==> src/rtl/lcd_ctrl_param.sv <==
// Parametrised LCD window controller: loads an IMG_W x IMG_H image byte-serially,
// moves/mirrors a WIN x WIN window on command and streams it after every command.
module lcd_ctrl_param #(
    parameter int DW    = 8,
    parameter int IMG_W = 6,
    parameter int IMG_H = 6,
    parameter int WIN   = 3
) (
    input  logic          clk,
    input  logic          reset,
    input  logic [DW-1:0] datain,
    input  logic [2:0]    cmd,
    input  logic          cmd_valid,
    output logic [DW-1:0] dataout,
    output logic          output_valid,
    output logic          busy
);

    localparam int N    = IMG_W * IMG_H;
    localparam int AW   = (N > 1) ? $clog2(N) : 1;
    localparam int MAXD = (IMG_W > IMG_H) ? IMG_W : IMG_H;
    localparam int OW   = (MAXD > 1) ? $clog2(MAXD) : 1;
    localparam int CW   = (WIN > 1) ? $clog2(WIN) : 1;

    localparam logic [OW-1:0] X0    = OW'((IMG_W - WIN + 1) / 2);
    localparam logic [OW-1:0] Y0    = OW'((IMG_H - WIN + 1) / 2);
    localparam logic [OW-1:0] XMAX  = OW'(IMG_W - WIN);
    localparam logic [OW-1:0] YMAX  = OW'(IMG_H - WIN);
    localparam logic [CW-1:0] CLAST = CW'(WIN - 1);
    localparam logic [AW-1:0] ALAST = AW'(N - 1);

    typedef enum logic [1:0] {IDLE, LOAD, CAL, DISPLAY} state_t;
    typedef enum logic [2:0] {
        CMD_REFLASH, CMD_LOAD, CMD_RIGHT, CMD_LEFT,
        CMD_UP, CMD_DOWN, CMD_MIRROR, CMD_HOME
    } cmd_t;

    state_t          state, next_state;
    cmd_t            cmd_in, cmd_q;
    logic [DW-1:0]   mem [N];
    logic [AW-1:0]   addr;
    logic [OW-1:0]   ox, oy;
    logic            mirror;
    logic [CW-1:0]   row, col, col_eff;
    logic            pix_done;
    logic [AW-1:0]   pix_addr;

    assign cmd_in = cmd_t'(cmd);

    // NOTE: sequential state uses non-blocking assignments so every register samples pre-edge values.
    always_ff @(posedge clk) begin
        if (reset) state <= IDLE;
        else       state <= next_state;
    end

    // NOTE: next_state gets a default before the case so no path leaves it unassigned (no latch).
    always_comb begin
        next_state = state;
        case (state)
            IDLE: begin
                if (cmd_valid) begin
                    if (cmd_in == CMD_LOAD)         next_state = LOAD;
                    else if (cmd_in == CMD_REFLASH) next_state = DISPLAY;
                    else                            next_state = CAL;
                end
            end
            LOAD:    if (addr == ALAST) next_state = DISPLAY;
            CAL:     next_state = DISPLAY;
            DISPLAY: if (pix_done) next_state = IDLE;
            default: next_state = IDLE;
        endcase
    end

    // Every term stays below N, so the address-width arithmetic never wraps.
    always_comb begin
        col_eff  = mirror ? (CLAST - col) : col;
        pix_addr = (AW'(oy) + AW'(row)) * AW'(IMG_W) + AW'(ox) + AW'(col_eff);
    end

    always_ff @(posedge clk) begin
        if (reset) begin
            // NOTE: image words are cleared by reset, so this array is a register file rather than a RAM macro.
            for (int i = 0; i < N; i++) mem[i] <= '0;
            addr         <= '0;
            ox           <= X0;
            oy           <= Y0;
            mirror       <= 1'b0;
            row          <= '0;
            col          <= '0;
            pix_done     <= 1'b0;
            cmd_q        <= CMD_REFLASH;
            dataout      <= '0;
            output_valid <= 1'b0;
            busy         <= 1'b0;
        end else begin
            case (state)
                IDLE: begin
                    if (cmd_valid) begin
                        busy     <= 1'b1;
                        cmd_q    <= cmd_in;
                        addr     <= '0;
                        row      <= '0;
                        col      <= '0;
                        pix_done <= 1'b0;
                    end
                end
                LOAD: begin
                    mem[addr] <= datain;
                    if (addr == ALAST) begin
                        addr   <= '0;
                        ox     <= X0;
                        oy     <= Y0;
                        mirror <= 1'b0;
                    end else begin
                        addr <= addr + AW'(1);
                    end
                end
                CAL: begin
                    case (cmd_q)
                        CMD_RIGHT:  if (ox < XMAX) ox <= ox + OW'(1);
                        CMD_LEFT:   if (ox != '0)  ox <= ox - OW'(1);
                        CMD_UP:     if (oy != '0)  oy <= oy - OW'(1);
                        CMD_DOWN:   if (oy < YMAX) oy <= oy + OW'(1);
                        CMD_MIRROR: mirror <= ~mirror;
                        CMD_HOME: begin
                            ox <= X0;
                            oy <= Y0;
                        end
                        default: ;
                    endcase
                end
                DISPLAY: begin
                    // One extra cycle after the last pixel drops valid and busy on the same edge.
                    if (pix_done) begin
                        output_valid <= 1'b0;
                        busy         <= 1'b0;
                    end else begin
                        dataout      <= mem[pix_addr];
                        output_valid <= 1'b1;
                        if (col == CLAST) begin
                            col <= '0;
                            if (row == CLAST) pix_done <= 1'b1;
                            else              row <= row + CW'(1);
                        end else begin
                            col <= col + CW'(1);
                        end
                    end
                end
                default: ;
            endcase
        end
    end

endmodule
==> config.mk <==
export PLATFORM = sky130hd
export DESIGN_NAME = lcd_ctrl_param
export DESIGN_NICKNAME = d
export VERILOG_FILES = /design/src/rtl/lcd_ctrl_param.sv
export SDC_FILE = /design/constraint.sdc
export NUM_CORES = 1
export LEC_CHECK = 0
export ABC_AREA = 1
export ABC_CLOCK_PERIOD_IN_PS = 4710
export CAP_MARGIN = 10
export CORE_ASPECT_RATIO = 0.5
export CORE_UTILIZATION = 50
export CTS_CLUSTER_SIZE = 30
export DETAILED_ROUTE_END_ITERATION = 6
export GPL_TIMING_DRIVEN = 0
export PLACE_DENSITY = 0.66
export REMOVE_ABC_BUFFERS = 1
export SLEW_MARGIN = 0
export SYNTH_ARGS = -nofsm -noshare
export SYNTH_HDL_FRONTEND = slang
export SYNTH_SLANG_ARGS = --single-unit
==> constraint.sdc <==
create_clock -name clk -period 4.71 [get_ports clk]
set_input_delay 0.942 -clock clk [delete_from_list [all_inputs] [get_ports clk]]
set_output_delay 0.942 -clock clk [all_outputs]
set_load 0.1 [all_outputs]
**Yosys cells after proc, flatten, opt, wreduce, memory -nomap -nowiden**

Memory sizes are Yosys's and may differ from the RTL's. A register that Yosys moved wholly into a read port is not among the register bits.
Cells that the tools add are included.

- Memories kept: 1
- Register bits: 25
- RAM bits: 288
- Logic and storage cells: 120

- $lt $le $gt $ge: 2
- Eq/ne operators: 26
- Reduce and logical (&&, ||, !) cells: 19
- Mux-type cells: 47
- $mul: 1
- $add $sub $neg: 11
- Bitwise logic cells: 2

Memories:

| name | words | width | rd ports | clocked after memory_dff | write ports | RTL line | text |
|---|---|---|---|---|---|---|---|
| mem | 36 | 8 | 1 | 1 | 36 | 40 | `logic [DW-1:0] mem [N];` |

Operator list:

| operator | count |
|---|---|
| $mux 2 | 11 |
| $mux 6 | 3 |
| $pmux 3 s3 | 2 |
| $mux 1 | 16 |
| $mux 3 | 5 |
| $reduce_and 5->1 | 3 |
| $eq 3x3->1 const B | 4 |
| $ne 2x2->1 const B | 6 |
| $ne 3x3->1 const B | 4 |
| $pmux 3 s2 | 2 |
| $pmux 6 s2 | 1 |
| $reduce_and 3->1 | 4 |
| $eq 2x2->1 const B | 4 |
| $mux 8 | 1 |
| $pmux 2 s2 | 2 |
| $pmux 2 s4 | 1 |
| $reduce_and 2->1 | 4 |
| $reduce_or 8->1 | 1 |
| $add 3x1->3 const B | 2 |
| $add 6x1->6 const B | 1 |
| $add 6x2->6 | 1 |
| $add 6x3->6 | 1 |
| $eq 3x2->1 const B | 2 |
| $eq 6x6->1 const B | 1 |
| other kinds (17) | 26 |

**Logic depth before layout (Yosys ltp)**

Gate-level depths: netlist of run 1.

- Word-level depth: 6
- Mapped depth: 18

**Least setup slack after synthesis of run 1**

No wires, ideal clock.

- Kind: register -> register
- From: register oy[0]
- To: register dataout[3], read port of mem
- Path slack: 1.399 ns
- Library setup time: 0.109 ns
- Arrival time: 3.202 ns
- Required time: 4.601 ns
- Stages on the path, launching flop included: 16
- Cells stage by stage: dfxtp_1 > ha_1 > fa_1 > ha_1 > ha_1 > inv_1 > fa_1 > clkbuf_1 > clkbuf_1 > nand3_1 > nand3_1 > nand3_1 > nand3_1 > nand3_1 > nand2_1 > inv_1

- Word-level cells in the longest chain between the ends: 4

RTL lines:

| element | RTL line | text |
|---|---|---|
| start: declaration | 42 | `logic [OW-1:0] ox, oy;` |
| start signal: assignment | 122 | `CMD_UP: if (oy != '0) oy <= oy - OW'(1);` |
| start signal: assignment | 123 | `CMD_DOWN: if (oy < YMAX) oy <= oy + OW'(1);` |
| $add 3x2->4 | 77 | `pix_addr = (AW'(oy) + AW'(row)) * AW'(IMG_W) + AW'(ox) + AW'(col_eff);` |
| $mul 4x2->5 | 77 |  |
| $add 6x3->6 | 77 |  |
| $add 6x2->6 | 77 |  |
| end: declaration | 14 | `output logic [DW-1:0] dataout,` |

Every way passes these cells.
A chain may end at the register's enable or synchronous reset.

**Worst setup path after layout of run 1**

- From: register oy[0]
- To: register dataout[5], read port of mem

The elaborated chain is that of the path after synthesis.

==> metrics.md, run 1 <==
| Metric | Value |
|---|---|
| Initial Util | 51.1% |
| Number of flops mapped to enable cells by yosys | 512 |
| Final GP Congestion | 0.886 |
| Antenna viol nets, final | 0 |
| Die ar. | 0.0511 mm2 |
| Failing checks | DRC |
| WP data required | 5.18 ns |
| Cts hold-fix bufs | 0 |
| Top-count cell post-synth | nand2_1 |
| Worst-Skew Late Latency | 0.59 ns |
| # rows | 57 |
| CTS sink count | 545 |
| CTS Buffer Depth | 3 |
| Critical path class | flop to flop |
| First-pass GRT wire length | 96300 um |
| Synthesized area per cell | 9.48 um2 |
| Slew Viols, Final | 0 |
| Status | finished with violations |
| Largest net degree at the start of global routing | 129 |
| Cells after DPL | 3186 |
| Initial antenna violation count | 1 |
| RSZ-0062 raised after global routing | no |
| Die Wd | 319 um |
| Routed WL | 63000 um |
| Rel. slew slack | 16.4% |
| CP max FO | 17 |
| Fillers | 4177 |
| F_max | 0.220 GHz |
| DRC | 1 |
| Root Buffer | clkbuf_16 |
| Total negative setup slack | 0 ns |
| Via count | 17919 |
| Hold path startpoint | busy |
| Final Hold Vio Count | 0 |
| Final Instance Area | 0.0274 mm2 |
| Synth Warn # | 0 |
| Hold Crit Endpoint | busy |
| Diode count | 0 |
| CP Capture Type | flop |
| Pre-CTS WS | -0.371 ns |
| Worst r2r dst | dataout[5] |
| Crit path time final | 4.54 ns |
| Synth async-reset ratio | 0% |
| Final setup viols | 0 |
| Area grow syn2layout | 9.49% |
| Area contributors post-synth | edfxtp_1, nand2_1, nor2_1 |
| Crit-path leading delay family | adder cells |
| CP bufs+invs | 2 |
| CTS buffer count | 49 |
| Synth Flop Type | edfxtp_1 |
| Commonest cells in the netlist | nand2_1, edfxtp_1, nor2_1 |
| Ports | 24 |
| Synth area leader | edfxtp_1 |
| # port buffers | 23 |
| Worst Tran Pin Value | 1.25 ns |
| Reg2reg setup slack | 0.17 ns |
| CTS tree | built |
| Max-cap violations | 0 |
| Die Height | 160 um |
| Min-delay worst type | flop to flop |
| DP Area | 0.0258 mm2 |
| Synth top area share | 61.4% |
| Number of H-tree levels | 2 |
| CTS clk-pin slew, worst paths | 0.06 ns |
| Dpl hpwl | 36700 um |
| Worst Path Arrival | 5.01 ns |
| Via-per-instance ratio | 5.46 |
| Vias in the first global route | 16936 |
| Reg2reg path depth | 15 |
| Cells after Synth | 2642 |
| Drt first pass iters | 7 |
| Share of cells above drive strength 1 | 4.75% |
| Core Box Area | 0.0490 mm2 |
| Iteration-0 DRC Markers | 2145 |
| Sequential fraction of the synthesis area | 64.0% |
| Syn Std Cell Area | 0.0251 mm2 |
| Gr ovfl total | 0 |
| Clock Skew | 0.0235 ns |
| Final instance count without filler cells | 3282 |
| Total track usage | 24.7% |
| Nets | 2635 |
| Seq cells post-synth | 545 |
| Period utilisation layout | 96.4% |
| Synth unique cells | 39 |
| Hold Path Stages | 2 |
| Critical Path Slowest Stage Cell | inv_1 |
| Worst setup slack after layout | 0.168 ns |
| WL/cell | 19.2 um |
| Worst r2r src | oy[0] |
| Critical Path Start Type | flop |
| CP peak stage delay | 0.63 ns |
| Cells along the critical path | ha_1 -> fa_1 -> ha_1 -> fa_1 -> ha_1 -> a21oi_1 -> nand2_1 -> nand2_1 -> nand2_2 -> inv_1 -> nand3_1 -> nand3_1 -> nand3_1 -> nand2_1 -> inv_1 |
## sequential cells by signal, indices dropped and copies added, names as in the netlist, 2 cells and up
name	count
row	2
addr	6
state	2
dataout	8
cmd_q	3
mem	512
oy	3
ox	3
col	2
## per-stage QoR
stage          util (%)  hold slack (ns)
2_1_floorplan         -            0.466
3_3_place_gp       51.8            0.461
3_5_place_dp       52.6            0.476
4_1_cts            55.8            0.485
5_1_grt            56.0            0.525
6_report           56.0            0.481
## final cells by class
type / instances / area (um2) / area share, %
clock inverter: 23 / 205 / 0.748
timing repair buffer: 43 / 672 / 2.45
multi-input combinational: 1785 / 7700 / 28.1
tap: 649 / 812 / 2.96
clock buffer: 66 / 1340 / 4.89
inverter: 171 / 663 / 2.42
sequential: 545 / 16000 / 58.4
## worst max path at each step
stage	to	cells after the start	start	slack [ns]
2_1_floorplan	dataout[2]	10	ox[0]	-4.33
3_3_place_gp	dataout[0]	10	col[0]	-13.02
3_5_place_dp	dataout[3]	15	oy[0]	-0.37
4_1_cts	dataout[5]	15	oy[0]	0.09
5_1_grt	dataout[3]	15	oy[0]	0.005
6_report	dataout[5]	15	oy[0]	0.17
## per-layer routing
metal / up-vias / GRT usage, % / share of wire [%]
met1: 8462 / 34.5 / 42
met3: 133 / 5.11 / 9.5
met4: 0 / 8.28 / 2.9
met5: - / 0 / 0
met2: 737 / 38.6 / 45
li1: 8587 / - / -
## placed cells by master (no fill, tap or decap), types with 7 or more instances in the layout
master,n
ha_1,18
xor2_1,7
clkdlybuf4s50_1,23
nor2_1,463
clkbuf_1,14
inv_1,155
o21ai_0,64
clkinv_2,14
nand2_1,845
a21oi_1,18
clkbuf_16,51
clkinv_1,16
nand2_2,19
dfxtp_1,33
nand3_1,310
buf_16,10
edfxtp_1,512
## tightest hold or removal path, stage by stage (launching register included)
cell,delay [ns]
dfxtp_1,0.31
o21ai_0,0.07
a21oi_1,0.06
## logic make-up (layout without fill, tap and decap cells)
group           count (synthesis)  count (layout)  synth area share [%]
fa+ha+maj                      26              26                  1.48
xor+xnor                       10              10                 0.350
buf+inv                       312             303                  5.42
simple gates                 1652            1652                  26.7
flops                         545             545                  64.0
compound gates                 97              97                  2.06
## timing repair
| action | 4_1_cts | 5_1_grt |
|---|---|---|
| setup endpoints to repair | 8 | 0 |
| gates resized for setup | 1 | 0 |
| buffers inserted | 2 | 0 |
Power of run 1 is not shown: default switching activity piles up to over one toggle a cycle in this logic, so the estimate is an artifact.
==> inputs of run 2 (changes only) <==
- ABC_CLOCK_PERIOD_IN_PS: 4710 -> 4050
- PLACE_DENSITY: 0.66 -> 0.68
- SLEW_MARGIN: 0 -> not set
- clock period: 4.71 -> 4.05 ns (I/O delays scaled with it)
==> metrics.md, run 2 (same netlist as run 1, synthesis figures left out) <==
| Metric | Value |
|---|---|
| Status | finished clean |
| Final setup viols | 0 |
| Drt first pass iters | 6 |
| Via count | 17990 |
| Critical path class | flop to flop |
| DRC | 0 |
| Initial Util | 51.1% |
| Most common cell after layout, fill and taps aside | nand2_1 |
| Hold Crit Endpoint | busy |
| CTS clk-pin slew, worst paths | 0.07 ns |
| Total track usage | 24.5% |
| Share of cells above drive strength 1 | 5.89% |
| Crit path time final | 3.98 ns |
| Cts hold-fix bufs | 0 |
| Antenna viol nets, final | 0 |
| Min-delay worst type | flop to flop |
| Reg2reg setup slack | 0.07 ns |
| # port buffers | 23 |
| Finished Core Util | 56.5% |
| CTS tree | built |
| Rel. slew slack | 15.7% |
| Initial antenna violation count | 0 |
| Diode count | 0 |
| Largest net degree at the start of global routing | 148 |
| CP peak stage delay | 0.53 ns |
| Root Buffer | clkbuf_16 |
| Worst-Skew Late Latency | 0.58 ns |
| Worst r2r dst | dataout[3] |
| Core Box Area | 0.0490 mm2 |
| # rows | 57 |
| Gr ovfl total | 0 |
| Hold Path Stages | 2 |
| Area grow syn2layout | 10.5% |
| First-pass GRT wire length | 96400 um |
| Final Hold Vio Count | 0 |
| Nets | 2650 |
| Die Wd | 319 um |
| Worst Path Arrival | 4.50 ns |
| Slew Viols, Final | 0 |
| Max reg flops | 512 |
| Number of H-tree levels | 2 |
| Most frequent cells in the layout | nand2_1, edfxtp_1, nor2_1 |
| CP max FO | 17 |
| Die ar. | 0.0511 mm2 |
| Max-cap violations | 0 |
| Hold path startpoint | busy |
| Dpl hpwl | 36100 um |
| Critical Path Slowest Stage Cell | fa_1 |
| CTS buffer count | 49 |
| Via-per-instance ratio | 5.46 |
| Clock Skew | 0.0127 ns |
| Cells along the critical path | ha_1 -> fa_2 -> ha_1 -> fa_1 -> ha_1 -> a21oi_1 -> nand3_1 -> nand2_4 -> clkinvlp_4 -> buf_4 -> nand3_1 -> nand3_1 -> nand3_1 -> nand2_1 -> inv_1 |
| Period utilisation layout | 98.2% |
| Ports | 24 |
| Die Height | 160 um |
| Iteration-0 DRC Markers | 1997 |
| Worst Tran Pin Value | 1.26 ns |
| Critical Path Start Type | flop |
| Regs by FF count | mem x512, dataout x8, addr x6 |
| WL/cell | 19.3 um |
| Final GP Congestion | 0.863 |
| Total negative setup slack | 0 ns |
| CTS sink count | 545 |
| CP Capture Type | flop |
| CTS Buffer Depth | 3 |
| Most Frequent Cell on Critical Path | nand3_1 |
| Reg with most FFs | mem |
| Routed WL | 63500 um |
| WP data required | 4.58 ns |
| Reg2reg path depth | 15 |
| Worst r2r src | row[0] |
| Vias in the first global route | 16853 |
| F_max | 0.252 GHz |
==> run 2: cell types whose count changed in the layout (fill, tap and decap cells not counted), sizes merged <==
cell	previous run	this run
buf	20	31
clkbuf	66	62
bufinv	4	5
clkinv	30	35
inv	160	157
clkinvlp	0	4
==> run 2: layout make-up <==
class	count	area [um2]
Clock buffer	60	1300
Clock inverter	28	253
Fill cell	4108	21300
Inverter	171	682
Multi-Input combinational cell	1785	7770
Sequential cell	545	16000
Tap cell	649	812
Timing Repair Buffer	56	817
Timing Repair inverter	2	16.3
==> run 2: through the flow <==
step	area, um2	hold slack (ns)	cells	setup WS (ns)
5_1_grt	27700	0.527	3296	-0.0565
6_report	27700	0.473	3296	0.0742
2_1_floorplan	24300	0.466	2501	-4.99
3_3_place_gp	25400	0.464	3173	-13.26
3_5_place_dp	25700	0.467	3185	-0.928
4_1_cts	27500	0.474	3287	0.0200
==> run 2: metal layers <==
layer  GRT usage, %  part of all wire (%)  wire, um  up-vias
met4           8.17                   3.2      2030        0
met1           34.0                    42     26400     8443
li1               -                     -         -     8603
met3           3.24                   8.5      5380      131
met5              0                     0         0        -
met2           40.3                    47     29600      813
==> run 2: timing repair <==
action,CTS,global route
cloned,1,3
setup buffers,13,2
gates resized for setup,6,17
pin swaps,2,2
endpoints found under the setup margin,8,8
==> run 2: worst max path at each step <==
stage / cells after the start / startpoint / endpoint / slack [ns]
2_1_floorplan: 10 / ox[0] / dataout[2] / -4.99
3_3_place_gp: 12 / ox[0] / dataout[5] / -13.26
3_5_place_dp: 15 / oy[0] / dataout[5] / -0.93
4_1_cts: 15 / oy[0] / dataout[5] / 0.02
5_1_grt: 16 / row[0] / dataout[4] / -0.06
6_report: 15 / row[0] / dataout[3] / 0.07
==> run 2: critical path, delay by kind of cell, from the launching register on <==
kind / cells / cell delay [ns]
simple gates: 6 / 0.97
fa+ha+maj: 5 / 1.92
flops: 1 / 0.38
buf+inv: 3 / 0.38
compound gates: 1 / 0.28
Power of run 2 is left out for the same reason.
